### config.mk
export PLATFORM = sky130hd
export DESIGN_NAME = seg7_scan_ctrl
export DESIGN_NICKNAME = d
export VERILOG_FILES = /design/src/rtl/seg7_scan_ctrl.sv
export SDC_FILE = /design/constraint.sdc
export NUM_CORES = 1
export LEC_CHECK = 0
export BUFFER_PORTS_ARGS = -buffer_cell sky130_fd_sc_hd__buf_4
export CAP_MARGIN = 20
export CORE_AREA = 2 2 89 91
export DETAILED_ROUTE_END_ITERATION = 8
export DIE_AREA = 0 0 91 93
export PLACE_DENSITY = 0.78
export SLEW_MARGIN = 20
export SYNTH_ARGS = -nofsm -noshare
export SYNTH_HDL_FRONTEND = slang
export SYNTH_SLANG_ARGS = --single-unit
### constraint.sdc
create_clock -name clk -period 3.43 [get_ports clk]
set_input_delay 0.686 -clock clk [delete_from_list [all_inputs] [get_ports clk]]
set_output_delay 0.686 -clock clk [all_outputs]
set_load 0.05 [all_outputs]
### src/rtl/seg7_scan_ctrl.sv
// seg7_scan_ctrl
// ---------------------------------------------------------------------------
// Time-multiplexed scan controller for a bank of common-anode 7-segment
// digits that share one BCD-to-segment decoder. One digit slot lasts 16 scan
// ticks: tick 0 is a dark gap that hides decoder switching (ghosting), ticks
// 1..bright are lit and the rest of the slot stays dark (4-bit PWM). Host data
// is double-buffered and only promoted to the active set at a frame boundary.
//
// Parameters
//   NDIG      number of scanned digits (2..8)
//   PRESCALE  clock cycles per scan tick (>= 2)
//
// Ports
//   clk         system clock, rising edge
//   rst         asynchronous active-high reset
//   en          scan enable; low blanks the display and restarts the scan
//   load        one-cycle strobe capturing data/dp_mask/blank_mask/bright
//   data        digit codes, digit i at [4i+3:4i]
//   dp_mask     1 = decimal point lit for digit i
//   blank_mask  1 = digit i never has its anode enabled
//   bright      lit ticks per slot (0..15)
//   an          active-low anode enables, at most one low
//   dec_in      code presented to the shared decoder
//   dp_n        active-low decimal point
//   frame       one-cycle pulse at each frame start
//   load_ack    one-cycle pulse when the shadow set becomes active
// ---------------------------------------------------------------------------
module seg7_scan_ctrl #(
    parameter int NDIG     = 4,
    parameter int PRESCALE = 50000
) (
    input  logic              clk,
    input  logic              rst,
    input  logic              en,
    input  logic              load,
    input  logic [4*NDIG-1:0] data,
    input  logic [NDIG-1:0]   dp_mask,
    input  logic [NDIG-1:0]   blank_mask,
    input  logic [3:0]        bright,
    output logic [NDIG-1:0]   an,
    output logic [3:0]        dec_in,
    output logic              dp_n,
    output logic              frame,
    output logic              load_ack
);

    localparam int PW = (PRESCALE > 1) ? $clog2(PRESCALE) : 1;
    localparam int IW = (NDIG > 1) ? $clog2(NDIG) : 1;

    typedef enum logic [1:0] {
        ST_GAP,
        ST_ON,
        ST_OFF
    } state_t;

    // scan position
    logic [PW-1:0]     presc_reg, presc_next;
    logic [3:0]        t_reg, t_next;
    logic [IW-1:0]     idx_reg, idx_next;
    state_t            state_reg, state_next;

    // active (displayed) and shadow (host-written) parameter sets
    logic [4*NDIG-1:0] data_act_reg, data_act_next;
    logic [4*NDIG-1:0] data_shd_reg, data_shd_next;
    logic [NDIG-1:0]   dp_act_reg, dp_act_next;
    logic [NDIG-1:0]   dp_shd_reg, dp_shd_next;
    logic [NDIG-1:0]   blank_act_reg, blank_act_next;
    logic [NDIG-1:0]   blank_shd_reg, blank_shd_next;
    logic [3:0]        bright_act_reg, bright_act_next;
    logic [3:0]        bright_shd_reg, bright_shd_next;
    logic              pending_reg, pending_next;

    // registered outputs
    logic [NDIG-1:0]   an_reg, an_next;
    logic [3:0]        dec_reg, dec_next;
    logic              dpn_reg, dpn_next;
    logic              frame_reg, frame_next;
    logic              ack_reg, ack_next;

    logic              tick;
    logic              slot_end;
    logic              frame_end;
    logic              commit;
    logic [3:0]        act_code [NDIG];
    logic [3:0]        shd_code [NDIG];
    logic [NDIG-1:0]   digit_sel;
    logic [NDIG-1:0]   an_lit;
    logic              dpn_lit;

    for (genvar gi = 0; gi < NDIG; gi++) begin : g_digit
        assign act_code[gi]  = data_act_reg[4*gi +: 4];
        assign shd_code[gi]  = data_shd_reg[4*gi +: 4];
        assign digit_sel[gi] = (idx_reg == IW'(gi));
    end

    // Anode/DP pattern for the current digit while lit; a blanked digit keeps
    // its anode high even in the ON window.
    assign an_lit  = ~(digit_sel & ~blank_act_reg);
    assign dpn_lit = ~|(digit_sel & dp_act_reg);

    assign tick      = (presc_reg == PW'(PRESCALE - 1));
    assign slot_end  = tick && (t_reg == 4'd15);
    assign frame_end = slot_end && (idx_reg == IW'(NDIG - 1));

    always_comb begin
        presc_next      = presc_reg;
        t_next          = t_reg;
        idx_next        = idx_reg;
        state_next      = state_reg;
        data_act_next   = data_act_reg;
        dp_act_next     = dp_act_reg;
        blank_act_next  = blank_act_reg;
        bright_act_next = bright_act_reg;
        data_shd_next   = data_shd_reg;
        dp_shd_next     = dp_shd_reg;
        blank_shd_next  = blank_shd_reg;
        bright_shd_next = bright_shd_reg;
        pending_next    = pending_reg;
        an_next         = an_reg;
        dec_next        = dec_reg;
        dpn_next        = dpn_reg;
        frame_next      = 1'b0;
        ack_next        = 1'b0;
        commit          = 1'b0;

        if (!en) begin
            presc_next = '0;
            t_next     = '0;
            idx_next   = '0;
            state_next = ST_GAP;
            an_next    = '1;
            dpn_next   = 1'b1;
            dec_next   = act_code[0];
        end else begin
            presc_next = tick ? '0 : presc_reg + 1'b1;
            if (tick) begin
                t_next = t_reg + 1'b1;
                case (state_reg)
                    ST_GAP:  state_next = (bright_act_reg != 4'd0) ? ST_ON : ST_OFF;
                    ST_ON:   state_next = (t_next > bright_act_reg) ? ST_OFF : ST_ON;
                    ST_OFF:  state_next = ST_OFF;
                    default: state_next = ST_GAP;
                endcase

                if (slot_end) begin
                    idx_next   = (idx_reg == IW'(NDIG - 1)) ? '0 : idx_reg + 1'b1;
                    state_next = ST_GAP;
                end

                // Promotion happens on the gap edge of digit 0, so the
                // anodes are dark while the active set changes.
                if (frame_end) begin
                    frame_next = 1'b1;
                    if (pending_reg) begin
                        commit          = 1'b1;
                        ack_next        = 1'b1;
                        pending_next    = 1'b0;
                        data_act_next   = data_shd_reg;
                        dp_act_next     = dp_shd_reg;
                        blank_act_next  = blank_shd_reg;
                        bright_act_next = bright_shd_reg;
                    end
                end

                if (state_next == ST_ON) begin
                    an_next  = an_lit;
                    dpn_next = dpn_lit;
                end else begin
                    an_next  = '1;
                    dpn_next = 1'b1;
                end

                // Decoder input only moves on slot entry (gap, anodes dark).
                if (slot_end) begin
                    dec_next = commit ? shd_code[idx_next] : act_code[idx_next];
                end
            end
        end

        // Capture runs regardless of en; a load on the commit edge refills
        // the shadow after its old contents were promoted.
        if (load) begin
            data_shd_next   = data;
            dp_shd_next     = dp_mask;
            blank_shd_next  = blank_mask;
            bright_shd_next = bright;
            pending_next    = 1'b1;
        end
    end

    always_ff @(posedge clk or posedge rst) begin
        if (rst) begin
            presc_reg      <= '0;
            t_reg          <= '0;
            idx_reg        <= '0;
            state_reg      <= ST_GAP;
            data_act_reg   <= '0;
            dp_act_reg     <= '0;
            blank_act_reg  <= '1;
            bright_act_reg <= '0;
            data_shd_reg   <= '0;
            dp_shd_reg     <= '0;
            blank_shd_reg  <= '1;
            bright_shd_reg <= '0;
            pending_reg    <= 1'b0;
            an_reg         <= '1;
            dec_reg        <= '0;
            dpn_reg        <= 1'b1;
            frame_reg      <= 1'b0;
            ack_reg        <= 1'b0;
        end else begin
            presc_reg      <= presc_next;
            t_reg          <= t_next;
            idx_reg        <= idx_next;
            state_reg      <= state_next;
            data_act_reg   <= data_act_next;
            dp_act_reg     <= dp_act_next;
            blank_act_reg  <= blank_act_next;
            bright_act_reg <= bright_act_next;
            data_shd_reg   <= data_shd_next;
            dp_shd_reg     <= dp_shd_next;
            blank_shd_reg  <= blank_shd_next;
            bright_shd_reg <= bright_shd_next;
            pending_reg    <= pending_next;
            an_reg         <= an_next;
            dec_reg        <= dec_next;
            dpn_reg        <= dpn_next;
            frame_reg      <= frame_next;
            ack_reg        <= ack_next;
        end
    end

    assign an       = an_reg;
    assign dec_in   = dec_reg;
    assign dp_n     = dpn_reg;
    assign frame    = frame_reg;
    assign load_ack = ack_reg;

endmodule

==> flow_metrics.tcl <==
set metrics [dict create \
    place_area_mm2 0.00466 \
    synth_nets 449 \
    cp_max_fo 38 \
    clkTransAtPathRegs_ns 0.10 \
    cap_violations 0 \
    ys_seq_area_share_pct 53.9 \
    r2r_cells 8 \
    post_synth.cell_area_avg_um2 10.6 \
    cts-root-buf "clkbuf_8" \
    ys.flop_type "dfrtp_1" \
    io_pins 43 \
    startpoint_type "register" \
    crit_arrival_ns 3.09 \
    hp-class "input port to async pin" \
    synth_top_area_share_pct 45.9 \
    initialDrtViolationCount 119 \
    antenna_cells 0 \
    initial_core_util_pct 57.2 \
    crit_end "dec_in[2]$_DFFE_PP0P_" \
    fin_tns_setup_ns 0 \
    crit_path_end_kind "register" \
    vias 2990 \
    postLayoutCellArea_mm2 0.00490 \
    io_buffers 42 \
    setup_viol 0 \
    die_y_um 93 \
    reg2reg_from "presc_reg[0]$_DFF_PP0_" \
    cts_sinks 92 \
    r2r-end "dec_in[2]$_DFFE_PP0P_" \
    core_mm2 0.00753 \
    synth-seq-cells 92 \
    grt_max_degree 50 \
    synthCells 407 \
    cts_setup_buffers 0 \
    wl_um 8470 \
    drive_above_1_share_pct 24.7 \
    via_per_inst 5.43 \
    cts-buffers-inserted 9 \
    critPathLaunch "presc_reg[0]$_DFF_PP0_" \
    cts.path.max_buffers 2 \
    route.detailed.wl_per_inst_um 15.4 \
    die_w_um 91 \
    route.detailed.drc 0 \
    grt_first_pass_wirelength_um 14700 \
    nFillCells 635 \
    critPathRequiredTime_ns 3.72 \
    outcome "complete, no violations" \
    ir_drop_uv 350 \
    finalHoldViolations 0 \
    clk_latency_ns 0.36 \
    p_leak_nw 2.35 \
    grt_pass1_vias 3144 \
    crit_type "register to register" \
    synth_commonest_cells "83 x nand2_1, 79 x dfrtp_1, 28 x mux2_2" \
    die-area_mm2 0.00846 \
    rsz0062_at_grt "false" \
    synthTopCellsByArea "dfrtp_1 46%, dfstp_2 7.9%, mux2_2 7.3%, nand2_1 7.2%, ha_1 2.9%" \
    ant_nets 0 \
    place_hpwl_um 5930 \
    gp_congestion 0.900 \
    fin_worst_skew_ns 0.0108 \
    antenna_found_initial 0 \
    power_density_mw_per_mm2 432 \
    area_delta_synth_final_pct 13.7 \
    max_freq_ghz 0.357 \
    period_minus_slack_ns 2.80 \
    grt.overflow.total 0 \
    grtUsageTotal_pct 21.8 \
    relSlewSlack_pct 48.6 \
    synth_top_area_cell "dfrtp_1" \
    num_rows 32 \
    cts_resized 0 \
    yosys_warnings 0 \
    post-route-period-util_pct 81.7 \
    power_mw 2.12 \
    h-tree-depth 3 \
    worst-slew-pin-transition_ns 0.769 \
    finalMaxSlewViolations 0 \
    synthArstFlopShare_pct 100 \
    dr.pass1.iters 5 \
    syn_area_mm2 0.00431 \
    cts_tree "done" \
    synth-edff-count 0 \
    yosysMostFrequentCell "nand2_1" \
    ys_types 51 \
    layout.nets 486 \
    rrSetupSlack_ns 0.63 \
    hold_buffers 0 \
]
==> stage by stage <==
stage	utilization [%]	std cells	setup WS, ns	hold WS (ns)
6_report	65.0	551	0.628	0.430
5_1_grt	65.0	551	0.374	0.478
4_1_cts	65.0	551	0.590	0.450
3_5_place_dp	62.0	535	0.617	0.448
3_3_place_gp	62.0	535	0.825	0.434
2_1_floorplan	-	407	0.374	0.425
==> power by group <==
part / internal [mW] / switching, mW
Combinational: 0.0677 / 0.0662
Clock: 0.438 / 0.390
Sequential: 1.13 / 0.0267
==> placed cells by master, fill, tap and decap left out, drive strengths merged, types with 4 or more instances in the layout <==
| master | count |
|---|---|
| xor2 | 8 |
| a41oi | 4 |
| xnor2 | 10 |
| and2 | 8 |
| buf | 44 |
| nor2 | 24 |
| nand3 | 11 |
| o21ai | 19 |
| a21oi | 4 |
| ha | 10 |
| nand2 | 84 |
| nand2b | 4 |
| mux2 | 28 |
| a21boi | 12 |
| and3 | 20 |
| inv | 15 |
| dfrtp | 79 |
| dfstp | 13 |
| clkbuf | 10 |
==> critical path, cell delays in order, from the launching register on <==
cell	delay [ns]
dfrtp_1	0.37
ha_1	0.18
and3_1	0.25
and4_1	0.51
and3_4	0.29
nand2_2	0.24
inv_2	0.53
o21ai_0	0.22
o211ai_1	0.14
==> worst min-delay path by stage <==
| stage | endpoint | slack, ns |
|---|---|---|
| final | dp_shd_reg[2]$_DFFE_PP0P_ | 0.43 |
| after global placement | presc_reg[0]$_DFF_PP0_ | 0.43 |
| after floorplan | presc_reg[0]$_DFF_PP0_ | 0.43 |
| after detailed placement | presc_reg[0]$_DFF_PP0_ | 0.45 |
| after CTS | dp_shd_reg[2]$_DFFE_PP0P_ | 0.45 |
| after global routing | dp_act_reg[1]$_DFFE_PP0P_ | 0.48 |
==> routing by layer <==
metal	track usage, %	up-vias	part of all wire [%]
li1	-	1470	-
met1	28.0	1435	44
met2	36.3	68	50
met3	4.83	17	4.3
met4	8.59	0	1.8
met5	0	-	0
==> kinds of logic (layout without fill, tap and decap cells) <==
group | count (synthesis) | count (layout) | synth area share (%)
simple gates | 165 | 165 | 18.5
flops | 92 | 92 | 53.9
compound gates | 62 | 62 | 9.88
buf+inv | 32 | 74 | 3.87
mux | 28 | 28 | 7.32
xor+xnor | 18 | 18 | 3.66
fa+ha+maj | 10 | 10 | 2.91
==> cell type report <==
class                      instances  area, um^2  share of cell area, %
sequential                        92        2320                   47.4
timing repair buffer              44         343                   7.00
clock buffer                      10         138                   2.81
tap                              102         128                   2.61
multi-input combinational        283        1820                   37.2
clock inverter                     6        95.1                   1.94
inverter                          14        53.8                   1.10
Note: power is estimated with default switching activity, not from simulation.
